## src/rtl/phase_pkg.sv

```systemverilog
// phase_pkg: controller state encoding, fault codes and a small sizing helper
package phase_pkg;
  typedef enum logic [1:0] {WAIT, ARM, RUN, LOCK} state_t;
  typedef logic [1:0] fcode_t;
  localparam fcode_t FC_NONE    = 2'd0;
  localparam fcode_t FC_MISSING = 2'd1;
  localparam fcode_t FC_FREQ    = 2'd2;
  localparam fcode_t FC_ROT     = 2'd3;
  function automatic int max2(input int a, input int b);
    return a > b ? a : b;
  endfunction
endpackage

```

## src/rtl/period_meter.sv

```systemverilog
// period_meter: R-phase rising-edge period measurement in enable ticks with range qualification
module period_meter #(
  parameter int PW      = 16,
  parameter int PER_MIN = 18,
  parameter int PER_MAX = 22
) (
  input  logic          clk,
  input  logic          rst,
  input  logic          enable,
  input  logic          rdbphase,
  output logic [PW-1:0] period,
  output logic          period_valid
);
  localparam logic [PW-1:0] CNT_SAT = '1;
  localparam logic [PW-1:0] PMIN = PW'(PER_MIN);
  localparam logic [PW-1:0] PMAX = PW'(PER_MAX);
  if (PER_MAX >= (1 << PW) - 1 || PER_MIN > PER_MAX) begin : g_bad_cfg
    $error("period_meter: need PER_MIN <= PER_MAX < 2**PW-1");
  end
  logic rdb_q, cap_q, rise;
  logic [PW-1:0] per_cnt, per_inc;
  assign rise = rdbphase & ~rdb_q;
  assign per_inc = per_cnt + PW'(enable & (per_cnt != CNT_SAT));
  // count ticks between rises; qualify the captured period one cycle later, drop it early on a stall
  always_ff @(posedge clk or posedge rst) begin
    if (rst) begin
      rdb_q <= 1'b0;
      cap_q <= 1'b0;
      per_cnt <= '0;
      period <= '0;
      period_valid <= 1'b0;
    end else begin
      rdb_q <= rdbphase;
      cap_q <= rise;
      per_cnt <= rise ? '0 : per_inc;
      if (rise) period <= per_inc;
      if (cap_q) period_valid <= period >= PMIN && period <= PMAX;
      else if (per_cnt > PMAX) period_valid <= 1'b0;
    end
  end
endmodule

```

## src/rtl/phase_fault_ctl.sv

```systemverilog
// phase_fault_ctl: supply qualification, relay on-delay/run/lockout sequencing and latched fault code; define PHASE_ROT_CHECK_EN to treat reverse rotation as a fault
module phase_fault_ctl
  import phase_pkg::*;
#(
  parameter int PW          = 16,
  parameter int PER_MIN     = 18,
  parameter int PER_MAX     = 22,
  parameter int ON_DLY      = 3000,
  parameter int RESTART_DLY = 5000
) (
  input  logic          clk,
  input  logic          rst,
  input  logic          enable,
  input  logic          rotation,
  input  logic          missing,
  input  logic          rdbphase,
  output logic          relay_on,
  output logic          fault,
  output logic [1:0]    fault_code,
  output logic [PW-1:0] period,
  output logic          period_valid
);
  localparam int TW = $clog2(max2(ON_DLY, RESTART_DLY));
  localparam logic [TW-1:0] ON_END = TW'(ON_DLY - 1);
  localparam logic [TW-1:0] RS_END = TW'(RESTART_DLY - 1);
  state_t state, state_n;
  logic [TW-1:0] tmr, tmr_n;
  fcode_t code_n;
  logic rot_fault, healthy;
  period_meter #(.PW(PW), .PER_MIN(PER_MIN), .PER_MAX(PER_MAX)) u_meter (
    .clk(clk),
    .rst(rst),
    .enable(enable),
    .rdbphase(rdbphase),
    .period(period),
    .period_valid(period_valid)
  );
`ifdef PHASE_ROT_CHECK_EN
  assign rot_fault = rotation;
`else
  logic unused_rotation;
  assign unused_rotation = rotation;
  assign rot_fault = 1'b0;
`endif
  assign healthy = ~missing & period_valid & ~rot_fault;
  // next state, timer and fault code; a tick coinciding with entry into ARM or LOCK is counted there
  always_comb begin
    state_n = state;
    tmr_n = tmr;
    code_n = fault_code;
    case (state)
      WAIT: begin
        tmr_n = healthy ? TW'(enable) : '0;
        state_n = healthy ? ARM : WAIT;
      end
      ARM: begin
        state_n = !healthy ? WAIT : (enable && tmr == ON_END) ? RUN : ARM;
        tmr_n = (!healthy || (enable && tmr == ON_END)) ? '0 : tmr + TW'(enable);
      end
      RUN: begin
        state_n = healthy ? RUN : LOCK;
        tmr_n = healthy ? '0 : TW'(enable);
        code_n = healthy ? fault_code : missing ? FC_MISSING : rot_fault ? FC_ROT : FC_FREQ;
      end
      LOCK: begin
        state_n = (enable && tmr == RS_END) ? WAIT : LOCK;
        tmr_n = (enable && tmr == RS_END) ? '0 : tmr + TW'(enable);
        code_n = (enable && tmr == RS_END) ? FC_NONE : fault_code;
      end
    endcase
  end
  // state, timer and registered outputs derived from the destination state
  always_ff @(posedge clk or posedge rst) begin
    if (rst) begin
      state <= WAIT;
      tmr <= '0;
      relay_on <= 1'b0;
      fault <= 1'b0;
      fault_code <= FC_NONE;
    end else begin
      state <= state_n;
      tmr <= tmr_n;
      relay_on <= state_n == RUN;
      fault <= state_n == LOCK;
      fault_code <= code_n;
    end
  end
endmodule

```

## config.mk

```make
export PLATFORM = sky130hd
export DESIGN_NAME = phase_fault_ctl
export DESIGN_NICKNAME = d
export VERILOG_FILES = /design/src/rtl/phase_pkg.sv /design/src/rtl/period_meter.sv /design/src/rtl/phase_fault_ctl.sv
export SDC_FILE = /design/constraint.sdc
export NUM_CORES = 1
export LEC_CHECK = 0
export BUFFER_PORTS_ARGS = -buffer_cell sky130_fd_sc_hd__buf_2
export CAP_MARGIN = 20
export CORE_UTILIZATION = 54
export CTS_BUF_LIST = sky130_fd_sc_hd__clkbuf_4
export DETAILED_ROUTE_END_ITERATION = 10
export GPL_TIMING_DRIVEN = 1
export PLACE_DENSITY = 0.82
export SYNTH_ARGS = -nofsm -noshare
export SYNTH_HDL_FRONTEND = slang
export SYNTH_SLANG_ARGS = --single-unit
```

## constraint.sdc

```tcl
create_clock -name clk -period 2 [get_ports clk]
set_input_delay 0.3 -clock clk [delete_from_list [all_inputs] [get_ports clk]]
set_output_delay 0.3 -clock clk [all_outputs]
set_load 0.02 [all_outputs]
```

# [Word level (Yosys, flattened, before mapping)]
# Cells that the tools add are included.
# W data, S select, Z words.
[op_classes] add_sub_neg=2 n_lt_le_gt_ge=3 eq_ne=10 muxes=18 bitwise_logic=5 reduce_logical=9
[op_table] operator="$pmux W13 S4" count=1
[op_table] operator="$mux W13" count=2
[op_table] operator="$add A16 B16 Y16" count=1
[op_table] operator="$ge A16 B5 Y1 const B" count=1
[op_table] operator="$gt A16 B5 Y1 const B" count=1
[op_table] operator="$le A16 B5 Y1 const B" count=1
[op_table] operator="$mux W16" count=1
[op_table] operator="$ne A16 B16 Y1 const B" count=1
[op_table] operator="$add A13 B1 Y13" count=1
[op_table] operator="$eq A13 B12 Y1 const B" count=1
[op_table] operator="$eq A13 B13 Y1 const B" count=1
[op_table] operator="$mux W2" count=6
[op_table] operator="$eq A2 B2 Y1 const B" count=4
[op_table] operator="$pmux W2 S4" count=1
[op_table] operator="$mux W1" count=6
[op_table] operator="$ne A2 B2 Y1 const B" count=2
[op_table] operator="$pmux W2 S2" count=1
[op_table] operator="$reduce_bool A2 Y1" count=2
[op_table] operator="$and A1 B1 Y1" count=3
[op_table] operator="$logic_and A1 B1 Y1" count=3
[op_table] operator="$reduce_and A3 Y1" count=1
[op_table] operator="$eq A2 B1 Y1 const B" count=1
[op_table] operator="$logic_not A2 Y1" count=1
[op_table] operator="$not A1 Y1" count=2
[op_table] operator="2 further kinds" count=2
[word_totals] ff_bits=54 in_bits=6 output_inout_bits=21 elab_cells=57

# [Logic depth before layout (Yosys ltp)]
[logic_depth] ltp_word=6 depth_mapped=9 mapped_depth_nobuf=9

# [By module]
# A second synthesis with hierarchy kept.
[hier_totals] hier_cells=257 hier_area_um2=2585.0
[by_module_without_submodules] mod="period_meter" instances=1 cells_per_inst=154 area_each_um2=1575.3 seq_area_each_um2=875.8
[by_module_without_submodules] mod="phase_fault_ctl" instances=1 cells_per_inst=103 area_each_um2=1009.7 seq_area_each_um2=475.5

# [Worst setup path before layout]
# Ideal clock, no wire load.
[synth_path] path_type="register to register" startpoint="reg u_meter.per_cnt[6]" endpoint="reg u_meter.period[10]" arrival_time_ns=1.972 slack_ns=-0.104 stages_incl_launch_ff=10 n_path_buf=0 cell_sequence="dfrtp_1 nand4_4 nor4_1 a31oi_1 ha_1 ha_1 and4_1 or3b_2 xor2_1 o21ai_0"
[synth_via] elab_chain_cells=3
[synth_rtl] element="start, declared" line="period_meter.sv:21" text="logic [PW-1:0] per_cnt, per_inc;"
[synth_rtl] element="start signal, assigned" line="period_meter.sv:35" text="per_cnt <= rise ? '0 : per_inc;"
[synth_rtl] element="$ne A16 B16 Y1" line="period_meter.sv:23" text="assign per_inc = per_cnt + PW'(enable & (per_cnt != CNT_SAT));"
[synth_rtl] element="$and A1 B1 Y1" line="period_meter.sv:23"
[synth_rtl] element="$add A16 B16 Y16 (*)" line="period_meter.sv:23"
[synth_rtl] element="end signal, assigned" line="period_meter.sv:36" text="if (rise) period <= per_inc;"
[synth_rtl] element="end, declared" line="period_meter.sv:11" text="output logic [PW-1:0] period,"
# Every way passes the cells marked *; elsewhere a longest branch is shown, timed or not.
# A chain may end at the register's enable or synchronous reset.

# [Final worst setup path]
# Ends and elaborated chain as after synthesis.

==> flow_summary.json <==
{
  "status": "finished, violations left",
  "violations": "DRC, setup timing",
  "regArea_um2": 1350,
  "cts_tree": "yes",
  "synth_cell_types": 47,
  "antenna_left": 0,
  "peakVddDrop_v": 0.000416,
  "diodes": 0,
  "drt_iter0_drc": 147,
  "clockBufferDepth": 2,
  "clock_power_share_pct": 21.5,
  "die_w_um": 70.5,
  "layout.cells.most_common_list": "53 x dfrtp_1, 34 x nor2_1, 27 x nand2_1",
  "multi_input_area_um2": 1230,
  "holdCritStartpoint": "rdbphase",
  "avgSynthCellArea_um2": 9.97,
  "tritoncts.num_buffers": 5,
  "p_int_mw": 1.58,
  "grt_pass1_wl_um": 9060,
  "dp_slack_ns": -0.175,
  "numPortBuffers": 25,
  "hold_ws_ns": 0.0301,
  "met1_usage_pct": 28.1,
  "min_to": "u_meter.rdb_q",
  "cp_max_fo": 3,
  "die_area_um2": 4970,
  "final_common_cell": "dfrtp_1",
  "max_freq_mhz": 464,
  "antenna_found_initial": 0,
  "ys.flop_type": "dfrtp_1",
  "pwr-share-seq_pct": 57.3,
  "startpoint_type": "flip-flop",
  "reg2reg_slack_ns": -0.16,
  "clkLatencyLatePin_ns": 0.40,
  "worstMarginPinSlew_ns": 0.617,
  "worstReg2RegStart": "u_meter.per_cnt[6]",
  "finClkSkew_ns": 0.0286,
  "path_class": "reg2reg",
  "synth_warnings": 0,
  "met3_usage_pct": 5.05,
  "fin_cells": 360,
  "min_period_ns": 2.16,
  "synth-edff-count": 0,
  "drv_slew": 0,
  "busiest_layer": "met2",
  "fin_area_um2": 3110,
  "period_share_pct": 108,
  "rows": 24,
  "slew_headroom_pct": 58.6,
  "dp_cells": 348,
  "num_vias": 2045,
  "cap_violations": 0,
  "syn-num-nets": 265,
  "gr-usage-all-layers_pct": 23.8,
  "synth_seq_cells": 54,
  "p_leak_nw": 1.41,
  "postPlaceCellArea_um2": 2890,
  "finalWirelength_um": 5590,
  "synth_top_area_share_pct": 53.4,
  "dp_hpwl_um": 3830,
  "use_met2_pct": 42.1,
  "worstPathCellList": "nand4_4 -> nor4_2 -> a31oi_1 -> ha_2 -> ha_1 -> and4_4 -> or3b_4 -> xor2_2 -> o21ai_1",
  "finalHoldViolCount": 0,
  "critPathArrivalTime_ns": 2.47,
  "cts_root_buf": "clkbuf_4",
  "fin_nets": 318,
  "yosysTopAreaCell": "dfrtp_1",
  "rsz0062_at_grt": "yes",
  "async_flop_share_pct": 100,
  "viasPerCell": 5.68,
  "cp.required_ns": 2.32,
  "power.total_mw": 2.33,
  "rr_worst_depth": 9,
  "initial_core_util_pct": 57.0,
  "grt_pass1_vias": 2059,
  "die_h_um": 70.5,
  "syn_area_um2": 2530,
  "syn_to_final_growth_pct": 22.7,
  "dr.pass1.iters": 8,
  "min_path_cells": 1,
  "power_density_nw_per_um2": 752,
  "path_clk_slew_ns": 0.18,
  "final_layout_size_suffix_gt1_share_pct": 28.9,
  "grt_max_degree": 55,
  "coreArea_um2": 4440,
  "place_congestion": 0.832,
  "setup.worst_path.end_class": "flip-flop",
  "slowest_delay_ns": 0.46,
  "power_frac_comb_pct": 21.2,
  "fin_ws_ns": -0.156,
  "rr_endpoint": "u_meter.period[10]",
  "cpMaxStageDelayCell": "dfrtp_1",
  "wl_per_cell_um": 15.5,
  "synth_area_leaders": "dfrtp_1 53%, xnor2_1 6.9%, nor2_1 5.0%",
  "hold_class": "in2reg",
  "swShare_pct": 32.4,
  "drc_errors": 2,
  "ys_seq_area_share_pct": 53.4,
  "grt_overflow": 0,
  "synth_cells": 254,
  "fillers": 329,
  "num_io_pins": 27,
  "cts_sinks": 54,
  "p_switching_mw": 0.758,
  "setup_viol_count_final": 10,
  "cts_max_level": 2
}
timing repair:
| action | in CTS | in global routing |
|---|---|---|
| hold buffers | 1 | 0 |
| setup endpoints to repair | 10 | 17 |
| endpoints found under the hold margin | 54 | 0 |
| resized for setup | 7 | 15 |
| setup buffers | 1 | 2 |
| pin swaps | 7 | 11 |
critical path, delay by kind of cell, from the launching register on:
| family | cells | cell delay, ns |
|---|---|---|
| adders and majority gates | 2 | 0.36 |
| AOI/OAI and AO/OA | 2 | 0.32 |
| xor gates and xnor gates | 1 | 0.16 |
| DFF | 1 | 0.46 |
| and+or+nand+nor | 4 | 0.76 |
cell usage after synthesis, types with 2 or more instances:
cell	count
dfrtp_1	54
nor2_1	34
nand2_1	28
xnor2_1	20
o21ai_0	18
inv_1	10
nand3_1	10
nor3_1	9
nand4_1	7
nor4_1	7
ha_1	5
xor2_1	5
clkbuf_1	4
nand2b_1	3
a21oi_1	2
a31oi_1	2
and2_1	2
nor2b_1	2
nor4b_1	2
o2bb2ai_1	2
or3_1	2
stage by stage:
step,utilization [%],TNS (ns)
finish,69.9,-0.585
CTS,67.9,-0.562
global placement,65.0,-0.247
global route,69.9,-2.01
floorplan,-,-0.0373
detailed placement,65.0,-0.588
layer usage:
metal	up-vias	routed length (um)
met3	10	192
met1	1010	2350
met5	-	0
met4	0	110
li1	980	-
met2	45	2940
layout make-up:
cell class                      count  share of cell area, %
Sequential cell                    54                   43.6
Multi-Input combinational cell    182                   39.7
Timing Repair Buffer               53                   11.3
Tap cell                           52                   2.10
Inverter                           11                   1.33
Clock buffer                        5                   1.21
Clock inverter                      3                  0.846
how the worst max path moves through the flow:
stage                     depth (start not counted)          startpoint                 end  slack, ns
after detailed placement                          9  u_meter.per_cnt[5]  u_meter.period[14]      -0.17
after global placement                            9  u_meter.per_cnt[7]  u_meter.period[10]      -0.08
final                                             9  u_meter.per_cnt[6]  u_meter.period[10]      -0.16
after global routing                              9  u_meter.per_cnt[6]  u_meter.period[10]      -0.24
after floorplan                                   9  u_meter.per_cnt[5]  u_meter.period[10]      -0.03
after CTS                                         9  u_meter.per_cnt[6]  u_meter.period[10]      -0.12
cell families (layout without fill, tap and decap cells):
group	after synthesis	in the layout	synth area share, %
AO/OA/AOI/OAI	33	33	7.91
XOR/XNOR	25	25	8.65
adder cells (fa/ha/maj)	5	5	2.47
buffers and inverters	18	72	3.01
flip-flops	54	54	53.4
AND/OR/NAND/NOR	119	119	24.6
state kept, by name, summed over array words and instances (netlist names):
signal                count
fault_code                2
relay_on                  1
fault                     1
u_meter.cap_q             1
u_meter.period_valid      1
u_meter.period           16
u_meter.per_cnt          16
state                     2
u_meter.rdb_q             1
tmr                      13
power groups by stage:
stage / registers, mW / clock network [mW] / logic, mW
floorplan: 1.39 / 0 / 0.241
CTS: 1.34 / 0.517 / 0.485
detailed placement: 1.35 / 0 / 0.478
global placement: 1.35 / 0 / 0.452
global route: 1.36 / 0.556 / 0.542
finish: 1.34 / 0.503 / 0.495
Power figures use the tool's default switching activity.
